===== src/rtl/barrier_gen.sv =====
// -----------------------------------------------------------------------------
// barrier_gen
//
// Top-of-board barrier source for the cart game. One new 8-bit barrier row is
// produced per sampling period (2^WIDTH cycles) from a 16-bit Galois LFSR.
// The row drives the `in` port of the top row shifter. Spacing and density of
// barriers scale with the selected difficulty level.
//
// Ports:
//   clk    in  1  single clock
//   reset  in  1  synchronous, active-high reset
//   gg     in  1  game over; sampled on ticks, freezes the generator (sticky)
//   level  in  2  difficulty 0 (sparse, widely spaced) .. 3 (dense, every row)
//   out    out 8  barrier row, bit i = barrier in column i
//   rows   out 8  number of barrier rows emitted, saturating at 255
//
// Parameters:
//   WIDTH  phase counter width; must match the shifter chain's WIDTH
//   SEED   LFSR reset value (0 is replaced by 16'h0001)
//
// Optional feature macro: BARRIER_GEN_SAFE_LANE_EN
//   When defined, a row that would be fully blocked (8'hFF) has column
//   lfsr[10:8] cleared so there is always an open lane.
// -----------------------------------------------------------------------------
module barrier_gen #(
    parameter int unsigned WIDTH = 2,
    parameter logic [15:0] SEED  = 16'hACE1
) (
    input  logic       clk,
    input  logic       reset,
    input  logic       gg,
    input  logic [1:0] level,
    output logic [7:0] out,
    output logic [7:0] rows
);

    // An all-zero Galois LFSR never leaves zero, so a zero seed is replaced.
    localparam logic [15:0] SEED_INIT = (SEED == 16'h0000) ? 16'h0001 : SEED;
    // x^16 + x^14 + x^13 + x^11 + 1
    localparam logic [15:0] LFSR_MASK = 16'hB400;

    typedef enum logic [1:0] {
        WARM = 2'd0,
        RUN  = 2'd1,
        HALT = 2'd2
    } state_t;

    state_t           state;
    logic [WIDTH-1:0] incr;
    logic [15:0]      lfsr;
    logic [1:0]       warm_cnt;
    logic [1:0]       gap_cnt;
    logic             tick;
    logic [7:0]       pattern;

    // -------------------------------------------------------------------------
    // Helper functions
    // -------------------------------------------------------------------------
    function automatic logic [15:0] lfsr_step(input logic [15:0] s);
        logic [15:0] n;
        n = {1'b0, s[15:1]};
        if (s[0]) begin
            n = n ^ LFSR_MASK;
        end
        return n;
    endfunction

    // Blank rows between barrier rows: 3,2,1,0 for levels 0..3.
    function automatic logic [1:0] spacing(input logic [1:0] lv);
        return 2'd3 - lv;
    endfunction

    function automatic logic [7:0] sat_inc(input logic [7:0] v);
        return (v == 8'hFF) ? v : v + 8'd1;
    endfunction

    // Levels 0-1 AND the two LFSR bytes together for a sparse row; levels
    // 2-3 use the low byte directly.
    function automatic logic [7:0] make_pattern(input logic [15:0] s,
                                                input logic [1:0]  lv);
        logic [7:0] p;
        p = lv[1] ? s[7:0] : (s[7:0] & s[15:8]);
`ifdef BARRIER_GEN_SAFE_LANE_EN
        if (p == 8'hFF) begin
            p[s[10:8]] = 1'b0;
        end
`endif
        return p;
    endfunction

    // -------------------------------------------------------------------------
    // Phase counter: free-running (also in HALT) so ticks stay aligned with
    // the shifter chain, which samples on the same edges.
    // -------------------------------------------------------------------------
    always_ff @(posedge clk) begin
        if (reset) begin
            incr <= '0;
        end else begin
            incr <= incr + WIDTH'(1);
        end
    end

    assign tick    = (incr == '0) && !reset;
    assign pattern = make_pattern(lfsr, level);

    // -------------------------------------------------------------------------
    // Generator FSM. All state advances only on tick. A tick with gg high
    // enters HALT without touching out/rows/lfsr/gap_cnt.
    // -------------------------------------------------------------------------
    always_ff @(posedge clk) begin
        if (reset) begin
            state    <= WARM;
            warm_cnt <= 2'd0;
            gap_cnt  <= 2'd0;
            lfsr     <= SEED_INIT;
            out      <= 8'h00;
            rows     <= 8'h00;
        end else if (tick) begin
            case (state)
                WARM: begin
                    if (gg) begin
                        state <= HALT;
                    end else begin
                        out      <= 8'h00;
                        lfsr     <= lfsr_step(lfsr);
                        warm_cnt <= warm_cnt + 2'd1;
                        // Fourth warm-up tick: next tick emits the first row.
                        if (warm_cnt == 2'd3) begin
                            state   <= RUN;
                            gap_cnt <= 2'd0;
                        end
                    end
                end
                RUN: begin
                    if (gg) begin
                        state <= HALT;
                    end else begin
                        lfsr <= lfsr_step(lfsr);
                        if (gap_cnt == 2'd0) begin
                            // level is only sampled here, on reload.
                            out     <= pattern;
                            gap_cnt <= spacing(level);
                            rows    <= sat_inc(rows);
                        end else begin
                            out     <= 8'h00;
                            gap_cnt <= gap_cnt - 2'd1;
                        end
                    end
                end
                HALT: begin
                    state <= HALT;
                end
                default: begin
                    state <= HALT;
                end
            endcase
        end
    end

endmodule


===== config.mk =====
export PLATFORM = sky130hd
export DESIGN_NAME = barrier_gen
export DESIGN_NICKNAME = d
export VERILOG_FILES = /design/src/rtl/barrier_gen.sv
export SDC_FILE = /design/constraint.sdc
export NUM_CORES = 1
export LEC_CHECK = 0
export ABC_AREA = 0
export BUFFER_PORTS_ARGS = -buffer_cell sky130_fd_sc_hd__buf_4
export CORE_MARGIN = 2
export CORE_UTILIZATION = 30
export CTS_BUF_LIST = sky130_fd_sc_hd__clkbuf_4
export DETAILED_ROUTE_END_ITERATION = 10
export PLACE_DENSITY = 0.54
export REMOVE_ABC_BUFFERS = 1
export SLEW_MARGIN = 15
export SYNTH_ARGS = -nofsm -noshare
export SYNTH_HDL_FRONTEND = slang
export SYNTH_SLANG_ARGS = --single-unit

===== constraint.sdc =====
create_clock -name clk -period 1.55 [get_ports clk]
set_input_delay 0.155 -clock clk [delete_from_list [all_inputs] [get_ports clk]]
set_output_delay 0.155 -clock clk [all_outputs]
set_load 0.05 [all_outputs]

### Word level (Yosys, flattened, before mapping)

Cells that the tools add are included.

* reduce and logical (&&, ||, !) cells: 13
* bitwise gates (word level): 4
* equality and inequality tests: 8
* $add $sub $neg: 5
* muxes and demuxes: 15

Operators by type and width (count)
* two-way mux 8 bit: 4
* two-way mux 16 bit: 1
* one-hot mux 8 bit (2 select lines): 1
* two-way mux 2 bit: 7
* AND reduction 5 bit: 2
* AND reduction 3 bit: 3
* adder 8 x 1 -> 8 bit, second input constant: 1
* bitwise AND 8 bit: 1
* equality test 8 bit, second input constant: 1
* != test 2 bit, second input constant: 4
* one-hot mux 2 bit (2 select lines): 2
* zero test 2 bit: 3
* adder 2 x 1 -> 2 bit, second input constant: 2
* inverter 3 -> 4 bit: 1
* AND reduction 4 bit: 1
* != test 3 bit, second input constant: 1
* equality test 2 x 1 -> 1 bit, second input constant: 1
* equality test 2 bit, second input constant: 1
* inverter 1 bit: 2
* nonzero test 2 bit: 1
* OR reduction 2 bit: 1
* subtractor 2 x 1 -> 2 bit, second input constant: 1
* subtractor 2 bit, first input constant: 1
* logical AND 1 bit: 1
* zero test 1 bit: 1

* input port bits: 5
* word-level logic and storage cells: 52
* flip-flop bits (word level): 40

### Longest topological paths before layout

* word-level depth: 5
* depth in mapped cells: 7

### Least setup slack after synthesis

Ideal clock, no wire load.

* path type: register -> register
* start: register rows[0]
* end: register rows[1]
* slack: -0.220 ns
* stages on the path, launching flop included: 7
* data arrival time: 1.643 ns
* buffers on the path: 1
* library setup time: 0.128 ns
* cells stage by stage: dfxtp_1 -> ha_1 -> nand3_1 -> o211ai_2 -> buf_6 -> mux2i_1 -> nor2_1

* cells in the longest elaborated chain, start to end: 3

RTL lines
* start: declaration: line 34 `output logic [7:0] rows`
* start signal: assignment: line 143 `rows <= sat_inc(rows);`
* parallel branches: the longest is 3 deep, another holds adder 8 x 1 -> 8 bit

Parallel ways; which one is timed is not known.
A chain may end at the register's enable or synchronous reset.

### Worst setup path after layout

* start: register incr[0]
* end: register rows[7]

* cells in the longest elaborated chain, start to end: 3

RTL lines
* start: declaration: line 49 `logic [WIDTH-1:0] incr;`
* start signal: assignment: line 99 `incr <= incr + WIDTH'(1);`
* zero test 2 bit: line 103 `assign tick = (incr == '0) && !reset;`
* logical AND 1 bit: line 103
* AND reduction 5 bit (no line)

Every way passes these cells.

==> run summary <==
CTS tree = built
DPL Wire Length = 2350 µm
Stages on worst setup path = 6
Clock Tree Buf Depth = 2
Least-Margin Pin Slew = 367 ps
Die height = 78.5 µm
Core ar. = 5440 µm²
IO Pins = 21
Synth warn = 0
H-tree Lvls = 2
Placer Congestion = 0.707
Drt pass-1 iters = 4
CTS buffer count = 5
Slew headroom = 75.4%
Hold_buf cts = 0
Dpl ws = -205 ps
Largest area contributor in the netlist = dfxtp_1
Area share of the largest cell type after synthesis = 48.2%
Fmax = 597 MHz
P&R area growth vs syn = 44.0%
N_diodes = 0
Final period util = 108%
# placed instances = 292
Leading cell types by count after synthesis = dfxtp_1, nand2_1, a21oi_1
Reg2reg path depth = 6
Post-Layout Inst Area = 2390 µm²
EDFF count, synth = 0
Clock-pin slew on the worst setup and hold paths = 120 ps
Routed vias/inst = 4.73
Post-synthesis cell count = 187
Total congestion overflow = 0
Layout Nets = 248
Placement Cell Area = 2030 µm²
Yosys reg bits = 40
Ys async rst share = 0%
DRT Wirelength = 3810 µm
Final core occ = 44.0%
Fin Hold WS = 26.7 ps
Final worst slack = -126 ps
Slowest cell delay on critical path = 500 ps
Violated checks = negative setup slack
Sequential area share after synthesis = 48.2%
Layout cell share with drive strength beyond 1 = 44.0%
Final hold violations = 0
Drt drc = 0
Crit path max-delay cell type = or4_4
GRT Overall Usage = 13.0%
Root buf cell = clkbuf_4
Most frequent cell after synthesis = dfxtp_1
Synth area leaders = dfxtp_1, nand2_1, a21oi_1
Initial antenna violation count = 0
Crit-path max FO = 5
Leakage = 0.935 nW
Finished Layout Cells = 313
Vias in the first global route = 1360
RSZ-0062 raised after global routing = true
Number of nets with antenna violations after routing = 0
Crit. End Element = register
Peak VDD IR = 0.000354 V
# Max-Cap Violations = 0
Area of the multi-input gates = 937 µm²
Clock Latency Late Sink = 350 ps
Largest net degree at the start of global routing = 32
Syn_area_per_cell = 8.89 µm²
PD cells = 766 nW/µm²
Arr. time, crit path = 1970 ps
Crit path max-delay family = simple AND/OR/NAND/NOR gates
Die Width = 78.5 µm
PortBufs = 20
Setup CP Type = reg2reg
Buffer and inverter count on the worst path = 1
# rows = 27
Worst Path Required = 1840 ps
Status = complete, but fails checks
Final number of setup-violating endpoints = 30
Min cycle time layout = 1680 ps
Hold Crit Class = in2reg
Vias = 1480
Yosys cell types = 33
Most used DFF post-synth = dfxtp_1
Layout fillers = 537
Max-slew violations = 0
Hold-critical path depth = 2
Crit-path cells = inv_2 -> ha_4 -> nor4b_4 -> o211ai_4 -> or4_4 -> a21oi_2
Initial drt markers = 65
Total clock sinks = 40
Clk_skew = 2.80 ps
DIE AREA = 6150 µm²
Starting Density = 30.6%
Post-detailed-route wirelength per cell = 12.2 µm
Synthesized cell area = 1660 µm²
First-pass GRT wire length = 6330 µm
Sequential cell area = 805 µm²
CP startpoint kind = register
cell usage in the layout, fill, tap and decap left out, drive strengths merged:
cell type,instances
o211ai,9
or4,3
xnor2,4
nand2,37
xor2,1
nand3b,7
a22oi,1
dfxtp,40
nand4,1
and2,1
a21oi,23
nand3,4
mux2i,2
o21ai,9
or3,3
clkbuf,5
or4b,1
buf,58
nor2b,2
nor2,8
o31ai,3
nor3,4
o2111ai,1
ha,3
inv,3
o21a,1
a22o,1
nor4b,3
clkinv,3
power breakdown:
part / internal, mW / leakage [nW] / switching [mW]
clock network: 0.167 / 0.0324 / 0.348
registers: 1.07 / 0.326 / 0.0399
logic: 0.109 / 0.577 / 0.102
total: 1.35 / 0.935 / 0.489
routing by layer:
metal | GRT usage, % | part of all wire (%) | up-vias | wire length (µm)
li1 | - | - | 761 | -
met2 | 19.4 | 44 | 21 | 1690
met3 | 3.91 | 3.5 | 4 | 132
met5 | 0 | 0 | - | 0
met1 | 17.5 | 51 | 694 | 1950
met4 | 5.09 | 1.1 | 0 | 42
layout make-up:
type	instances	area share (%)
clock inverter	3	0.575
clock buffer	5	1.57
sequential	40	33.6
tap	72	3.76
multi-input combinational	132	39.1
inverter	3	0.470
timing repair buffer	58	20.9
kinds of logic (layout without fill, tap and decap cells):
logic type / count (synthesis) / in the layout / share of synthesized area, %
buffers and inverters: 16 / 69 / 4.74
AND/OR/NAND/NOR: 74 / 74 / 24.2
multiplexers: 2 / 2 / 1.20
AO/OA/AOI/OAI: 47 / 48 / 16.9
adder cells (fa/ha/maj): 3 / 3 / 2.26
flip-flops: 40 / 40 / 48.2
XOR/XNOR: 5 / 5 / 2.63
through the flow:
step,TNS (ps),power [mW]
5_1_grt,-4110,1.94
3_3_place_gp,-3240,1.28
2_1_floorplan,-9480,1.21
3_5_place_dp,-4550,1.28
6_report,-1090,1.83
4_1_cts,-1270,1.84
flip-flops by register name, summed over array words and instances, names as in the netlist:
register and count:
warm_cnt 2, out 8, state 2, incr 2, rows 8, lfsr 16
gap_cnt 2
what timing repair did:
item | in CTS | in global routing
cloned | 2 | 0
endpoints found under the setup margin | 31 | 35
buffers inserted | 8 | 5
gates resized for setup | 43 | 19
pin swaps | 16 | 16
final timing paths:
kind         slack [ps]  endpoint    start
max                -130   rows[7]  incr[0]
min                  30  state[0]    reset
min reg2reg         410   incr[0]  incr[0]
max reg2reg        -130   rows[7]  incr[0]
No activity file was read; power rests on OpenSTA's default activity.
